===== src/rtl/nn_param_pkg.sv =====
// rtl/nn_param_pkg.sv - shared mode encodings, default sizes and sizing helpers
package nn_param_pkg;

  localparam logic [1:0] MODE_HOLD   = 2'b00;
  localparam logic [1:0] MODE_SHIFT  = 2'b01;
  localparam logic [1:0] MODE_COMMIT = 2'b10;
  localparam logic [1:0] MODE_CLEAR  = 2'b11;

  localparam int DEF_N_NEURONS = 4;
  localparam int DEF_N_INPUTS  = 4;
  localparam int DEF_DATA_W    = 8;

  // Each neuron contributes N_INPUTS weights followed by one bias.
  function automatic int calc_depth(input int n_neurons, input int n_inputs);
    return n_neurons * (n_inputs + 1);
  endfunction

  function automatic int cnt_width(input int depth);
    return $clog2(depth + 1);
  endfunction

endpackage


===== src/rtl/param_shift_chain.sv =====
// rtl/param_shift_chain.sv - DEPTH x DATA_W staging shift chain with clear and flat image output
module param_shift_chain #(
  parameter int DEPTH  = 20,
  parameter int DATA_W = 8
) (
  input  logic                    clk,
  input  logic                    reset,
  input  logic                    shift_en,
  input  logic                    clear,
  input  logic [DATA_W-1:0]       data_in,
  output logic [DATA_W-1:0]       data_out,
  output logic [DEPTH*DATA_W-1:0] image
);

  logic [DEPTH*DATA_W-1:0] stage_q, stage_d;

  // Position p lives at bits [p*DATA_W +: DATA_W]; new words enter at the top.
  always_comb begin
    stage_d = stage_q;
    if (clear) begin
      stage_d = '0;
    end else if (shift_en) begin
      stage_d = {data_in, stage_q[DEPTH*DATA_W-1:DATA_W]};
    end
  end

  always_ff @(posedge clk or posedge reset) begin
    if (reset) begin
      stage_q <= '0;
    end else begin
      stage_q <= stage_d;
    end
  end

  assign image    = stage_q;
  assign data_out = stage_q[DATA_W-1:0];

endmodule


===== src/rtl/param_shift_bank.sv =====
// rtl/param_shift_bank.sv - double-buffered serial parameter bank with load/commit control
module param_shift_bank
  import nn_param_pkg::*;
#(
  parameter int N_NEURONS = DEF_N_NEURONS,
  parameter int N_INPUTS  = DEF_N_INPUTS,
  parameter int DATA_W    = DEF_DATA_W
) (
  input  logic                                                 clk,
  input  logic                                                 reset,
  input  logic [DATA_W-1:0]                                    data_in,
  input  logic                                                 data_valid,
  input  logic [1:0]                                           mode,
  output logic [N_NEURONS*N_INPUTS*DATA_W-1:0]                 weights,
  output logic [N_NEURONS*DATA_W-1:0]                          biases,
  output logic [DATA_W-1:0]                                    data_out,
  output logic [cnt_width(calc_depth(N_NEURONS, N_INPUTS))-1:0] word_cnt,
  output logic                                                 load_done,
  output logic                                                 overflow,
  output logic                                                 param_valid,
  output logic                                                 commit_err
);

  localparam int DEPTH = calc_depth(N_NEURONS, N_INPUTS);
  localparam int CNT_W = cnt_width(DEPTH);
  localparam logic [CNT_W-1:0] CNT_FULL = CNT_W'(DEPTH);

  logic [DEPTH*DATA_W-1:0] image;
  logic [DEPTH*DATA_W-1:0] active_q;
  logic [CNT_W-1:0]        cnt_q, cnt_d;
  logic                    ovf_q, ovf_d;
  logic                    pv_q, pv_d;
  logic                    err_q, err_d;
  logic                    accept, commit_en, full;

  assign accept = (mode == MODE_SHIFT) && data_valid;
  assign full   = (cnt_q == CNT_FULL);

  param_shift_chain #(
    .DEPTH  (DEPTH),
    .DATA_W (DATA_W)
  ) u_chain (
    .clk      (clk),
    .reset    (reset),
    .shift_en (accept),
    .clear    (mode == MODE_CLEAR),
    .data_in  (data_in),
    .data_out (data_out),
    .image    (image)
  );

  always_comb begin
    cnt_d     = cnt_q;
    ovf_d     = ovf_q;
    pv_d      = pv_q;
    err_d     = 1'b0;
    commit_en = 1'b0;
    case (mode)
      MODE_SHIFT: begin
        if (data_valid) begin
          if (full) ovf_d = 1'b1;
          else      cnt_d = cnt_q + CNT_W'(1);
        end
      end
      MODE_COMMIT: begin
        // Only a complete, uncorrupted image may replace the live parameters.
        if (full && !ovf_q) begin
          commit_en = 1'b1;
          pv_d      = 1'b1;
          cnt_d     = '0;
        end else begin
          err_d = 1'b1;
        end
      end
      MODE_CLEAR: begin
        cnt_d = '0;
        ovf_d = 1'b0;
      end
      default: ;
    endcase
  end

  always_ff @(posedge clk or posedge reset) begin
    if (reset) begin
      active_q <= '0;
      cnt_q    <= '0;
      ovf_q    <= 1'b0;
      pv_q     <= 1'b0;
      err_q    <= 1'b0;
    end else begin
      if (commit_en) active_q <= image;
      cnt_q <= cnt_d;
      ovf_q <= ovf_d;
      pv_q  <= pv_d;
      err_q <= err_d;
    end
  end

  // Unpack the staging order (weights then bias per neuron) into the two output buses.
  for (genvar n = 0; n < N_NEURONS; n++) begin : g_neuron
    for (genvar i = 0; i < N_INPUTS; i++) begin : g_weight
      assign weights[(n*N_INPUTS+i)*DATA_W +: DATA_W] =
        active_q[(n*(N_INPUTS+1)+i)*DATA_W +: DATA_W];
    end
    assign biases[n*DATA_W +: DATA_W] =
      active_q[(n*(N_INPUTS+1)+N_INPUTS)*DATA_W +: DATA_W];
  end

  assign word_cnt    = cnt_q;
  assign load_done   = full;
  assign overflow    = ovf_q;
  assign param_valid = pv_q;
  assign commit_err  = err_q;

endmodule

===== config.mk =====
export PLATFORM = sky130hd
export DESIGN_NAME = param_shift_bank
export DESIGN_NICKNAME = d
export VERILOG_FILES = /design/src/rtl/nn_param_pkg.sv /design/src/rtl/param_shift_chain.sv /design/src/rtl/param_shift_bank.sv
export SDC_FILE = /design/constraint.sdc
export NUM_CORES = 1
export LEC_CHECK = 0
export ABC_CLOCK_PERIOD_IN_PS = 32299
export CAP_MARGIN = 10
export CORE_ASPECT_RATIO = 0.75
export CORE_MARGIN = 5
export CORE_UTILIZATION = 35
export CTS_CLUSTER_SIZE = 16
export DETAILED_ROUTE_END_ITERATION = 10
export GPL_TIMING_DRIVEN = 0
export PLACE_DENSITY_LB_ADDON = 0.1
export REMOVE_ABC_BUFFERS = 1
export SKIP_LAST_GASP = 1
export SYNTH_ARGS = -nofsm -noshare
export SYNTH_HDL_FRONTEND = slang
export SYNTH_SLANG_ARGS = --single-unit

===== constraint.sdc =====
create_clock -name clk -period 32.3 [get_ports clk]
set_input_delay 6.46 -clock clk [delete_from_list [all_inputs] [get_ports clk]]
set_output_delay 6.46 -clock clk [all_outputs]
set_load 0.05 [all_outputs]

==> Word level (Yosys, flattened, before mapping) <==
Index checks and enable logic that the tools add are counted.
{ "totals": {"register_bits": 328, "output_inout_bits": 177, "word_cells": 37, "input_bits": 13} }
{ "classes": {"n_reduce_logical": 9, "n_eq_ne": 8, "addsub": 1, "n_mux": 13} }
{ "ops": {"columns": ["cell", "count"], "rows": [
  ["$mux W160", 2],
  ["$mux W5", 3],
  ["$pmux W5 S3", 1],
  ["$ne A2 B2 Y1 const B", 4],
  ["$mux W1", 6],
  ["$add A5 B1 Y5 const B", 1],
  ["$eq A5 B5 Y1 const B", 1],
  ["$eq A2 B2 Y1 const B", 2],
  ["$reduce_and A4 Y1", 1],
  ["$reduce_bool A2 Y1", 2],
  ["$reduce_and A3 Y1", 1],
  ["$reduce_bool A3 Y1", 1],
  ["$eq A2 B1 Y1 const B", 1],
  ["$logic_and A1 B1 Y1", 2],
  ["$pmux W1 S2", 1],
  ["$reduce_and A2 Y1", 1],
  ["$logic_not A1 Y1", 1]
]} }

==> Depth between registers and ports, before layout <==
Gate-level depths: netlist of the first run.
{ "depth": {"word_depth": 4, "depth_mapped": 7, "ltp_nobuf": 6} }

==> Cells and area by module <==
Synthesis of the first run repeated with hierarchy kept, for this count alone.
{ "hier_totals": {"cells_unflattened": 913, "hier_area_um2": 13002.5} }
{ "by_module_without_submodules": {"columns": ["mod", "seq_area_each_um2", "n_inst", "cells_each", "area_each_um2"], "rows": [
  ["param_shift_chain", 4003.8, 1, 525, 6557.5],
  ["param_shift_bank", 4204.0, 1, 388, 6444.9]
]} }

==> Worst setup path before layout of the first run <==
Ideal clock, no wire load.
{ "synth_timing": {"path_type": "flip-flop to output port", "from": "reg cnt_q[0], in the netlist word_cnt[0]", "to": "out load_done", "required_ns": 25.840, "slack_ns": 24.341, "stages_incl_launch_ff": 5, "path_buffers": 0, "arrival_ns": 1.499, "cell_sequence": "dfrtp_1 inv_1 ha_1 nand4b_1 inv_1"} }
{ "synth_between": {"elab_chain_len": 1} }
{ "synth_rtl": {"columns": ["item", "line", "rtl"], "rows": [
  ["from (decl)", "param_shift_bank.sv:30", "logic [CNT_W-1:0] cnt_q, cnt_d;"],
  ["from (signal assigned)", "param_shift_bank.sv:92", "cnt_q <= cnt_d;"],
  ["$eq A5 B5 Y1", "param_shift_bank.sv:37", "assign full = (cnt_q == CNT_FULL);"],
  ["to (decl)", "param_shift_bank.sv:18", "output logic load_done,"]
]} }
No other way between the ends.

==> Worst setup path in the final report of the first run <==
{ "layout_timing": {"from": "in mode[1]", "to": "reg active_q[133]"} }
{ "layout_between": {"elab_chain_len": 2} }
{ "layout_rtl": {"columns": ["item", "line", "rtl"], "rows": [
  ["from (decl)", "param_shift_bank.sv:13", "input logic [1:0] mode,"],
  ["$eq A2 B2 Y1", "param_shift_bank.sv:58", "case (mode)"],
  ["$mux W1", "param_shift_bank.sv:58", null],
  ["to (signal assigned)", "param_shift_bank.sv:91", "if (commit_en) active_q <= image;"],
  ["to (decl)", "param_shift_bank.sv:29", "logic [DEPTH*DATA_W-1:0] active_q;"]
]} }
No other way between the ends.
A chain may end at the register's enable or synchronous reset.

==> flow_summary.json, run 1 <==
{
  "io_pins": 190,
  "drt_wl_total_um": 25500,
  "dpl.hpwl_um": 16500,
  "syn2layout_area_growth_pct": 31.2,
  "status": "complete, no violations",
  "period_share_pct": 28.2,
  "io_buffers": 189,
  "cts_resized": 0,
  "cts_sinks": 328,
  "final_util_pct": 46.8,
  "worstMarginPinSlew_ps": 858,
  "endpoint_kind": "flop",
  "syn_area_mm2": 0.0120,
  "gp_congestion": 0.693,
  "leakagePower_nw": 7.59,
  "ir_drop_v": 0.0000331,
  "setup-tns-final_ps": 0,
  "rsz0062_at_grt": "false",
  "setup_ws_ps": 23200,
  "grt-ovfl-total": 0,
  "cts_tree": "built",
  "ctsRootBufferMaster": "clkbuf_16",
  "criticalPathCategory": "input pin to flop",
  "finalSetupViolCount": 0,
  "core_area_mm2": 0.0337,
  "die-width_um": 224,
  "viasPerCell": 4.92,
  "rows": 58,
  "cp.arrival_ps": 9490,
  "synth_top_area_share_pct": 68.2,
  "dr.pass1.iters": 4,
  "cts-htree-levels": 2,
  "synth_warnings": 0,
  "hold_viol": 0,
  "layout-drive-gt1-share_pct": 15.8,
  "synthCells": 750,
  "cp_max_fo": 17,
  "fmax_ghz": 0.110,
  "post_cts_buffers": 0,
  "syn-mean-instance-area_um2": 16.1,
  "clk_latency_ps": 500,
  "first_global_vias": 7217,
  "synth_seq_cells": 328,
  "powerDensity_mw_per_mm2": 53.1,
  "clk_path_buf_depth": 3,
  "track_usage_pct": 13.4,
  "synthDistinctLibCells": 33,
  "antenna_left": 0,
  "yosysTopAreaCell": "dfrtp_1",
  "yosys-top-cells-area": "dfrtp_1 68%, a22o_1 12%, mux2_1 8.3%, mux2_2 6.6%, buf_6 0.94%",
  "fin_skew_ps": 7.95,
  "fillCellCount": 2973,
  "ys_seq_area_share_pct": 68.2,
  "slew_violations": 0,
  "fin_nets": 951,
  "drv_cap": 0,
  "antenna_found_initial": 0,
  "numCtsBuffers": 35,
  "drtIter0Drc": 366,
  "layout_common_cells": "328 x dfrtp_1, 189 x clkdlybuf4s50_1, 160 x a22o_1, 89 x mux2_1, 71 x mux2_2",
  "min_period_ps": 9100,
  "start_kind": "input pin",
  "holdBufCountCts": 0,
  "grt_pass1_wl_um": 42200,
  "worst_hold_path_type": "flop to flop",
  "antenna_cells": 0,
  "mostFrequentLayoutCell": "dfrtp_1",
  "grt_max_degree": 122,
  "start_util_pct": 35.7,
  "wl_per_cell_um": 18.2,
  "dieArea_mm2": 0.0382,
  "path_clk_slew_ps": 60,
  "pre_cts_ws_ps": 22630,
  "relSlewSlack_pct": 42.6,
  "die_h_um": 171,
  "required_ps": 32690,
  "vias": 6906,
  "drcViolationCount": 0
}
## per-layer routing
layer  share of wire [%]  GRT usage [%]  vias to the layer above
li1                    -              -                     3170
met1                  48           19.3                     3552
met2                  43           19.8                      143
met4                 1.8           3.46                        0
met5                   0              0                        -
met3                 7.2           4.51                       41
## stage by stage
stage	cells	hold WS (ps)	cell area, um2	power (mW)
6_report	1405	467	15800	0.839
2_1_floorplan	688	483	11700	0.440
4_1_cts	1405	474	15800	0.856
3_5_place_dp	1349	459	14700	0.455
5_1_grt	1405	494	15800	0.875
3_3_place_gp	1327	452	14100	0.451
## critical path: stages
cell and delay [ps]:
clkdlybuf4s50_1 830, nand2b_1 200, nor3_4 690, buf_16 240
buf_16 170, buf_16 170, buf_16 170, buf_8 170
mux2_2 350
## report_power, final
| group | internal, mW | leakage, nW | switching [mW] |
|---|---|---|---|
| logic | 0.00896 | 2.46 | 0.0219 |
| registers | 0.413 | 4.57 | 0.00233 |
| clock network | 0.237 | 0.556 | 0.156 |
| total | 0.659 | 7.59 | 0.180 |
## cell usage after synthesis, drive strengths merged
master and instances:
nor4b 1, a211o 2, and3 1, buf 40, nor4 2, nand3 1
o211ai 1, nand4b 1, o21ai 1, a211oi 1, nor3 1, nand2 1
nor2 2, a311o 1, a22o 160, nor2b 1, ha 2, clkbuf 22
or2 1, a31oi 1, or3b 1, and4 1, nand4 2, nand2b 2
a21oi 3, a311oi 2, mux2 160, a21o 1, dfrtp 328, inv 7
## state kept, by name, indices dropped and copies added (netlist names)
register,cells
active_q,160
commit_err,1
overflow,1
param_valid,1
u_chain.image,160
word_cnt,5
## kinds of logic (layout without fill, tap and decap cells)
logic type | after synthesis | in the layout | share of synthesized area [%]
mux | 160 | 160 | 15.0
flops | 328 | 328 | 68.2
fa+ha+maj | 2 | 2 | 0.208
buf+inv | 69 | 274 | 3.25
compound gates | 173 | 173 | 12.4
simple gates | 18 | 18 | 0.977
## worst paths after layout
path,start,endpoint,slack (ps),cells past startpoint
max,mode[1],active_q[133]$_DFFE_PP0P_,23200,9
min,param_valid$_DFFE_PP0P_,param_valid$_DFFE_PP0P_,470,1
max reg2reg,word_cnt[0]$_DFFE_PP0P_,active_q[133]$_DFFE_PP0P_,29130,10
min reg2reg,param_valid$_DFFE_PP0P_,param_valid$_DFFE_PP0P_,470,1
max in group asynchronous,reset,active_q[124]$_DFFE_PP0P_,24310,4
min in group asynchronous,reset,active_q[71]$_DFFE_PP0P_,6500,2
## cell type report
| cell class | instances | area, um2 | share of cell area (%) |
|---|---|---|---|
| Clock buffer | 47 | 1020 | 6.48 |
| Clock inverter | 9 | 97.6 | 0.618 |
| Inverter | 7 | 33.8 | 0.214 |
| Multi-Input combinational cell | 353 | 3460 | 21.9 |
| Sequential cell | 328 | 8210 | 52.0 |
| Tap cell | 450 | 563 | 3.56 |
| Timing Repair Buffer | 211 | 2410 | 15.2 |
No activity file was read; power rests on OpenSTA's default activity.
==> inputs of run 2 (changes only) <==
Settings changed: ABC_CLOCK_PERIOD_IN_PS 32299 to 7600.
Clock period 32.3 ns to 7.6 ns, I/O delays scaled along.
==> results of run 2 <==
The final DEF is identical to that of run 1. Status: complete, no violations.
Among the figures that moved: setup slack after placement 22630 ps -> 2870 ps; setup slack after layout 23200 ps -> 3440 ps; register-to-register setup slack 29130 ps -> 4430 ps; total power 0.839 mW -> 3.57 mW; worst IR drop on VDD 0.0000331 V -> 0.000141 V
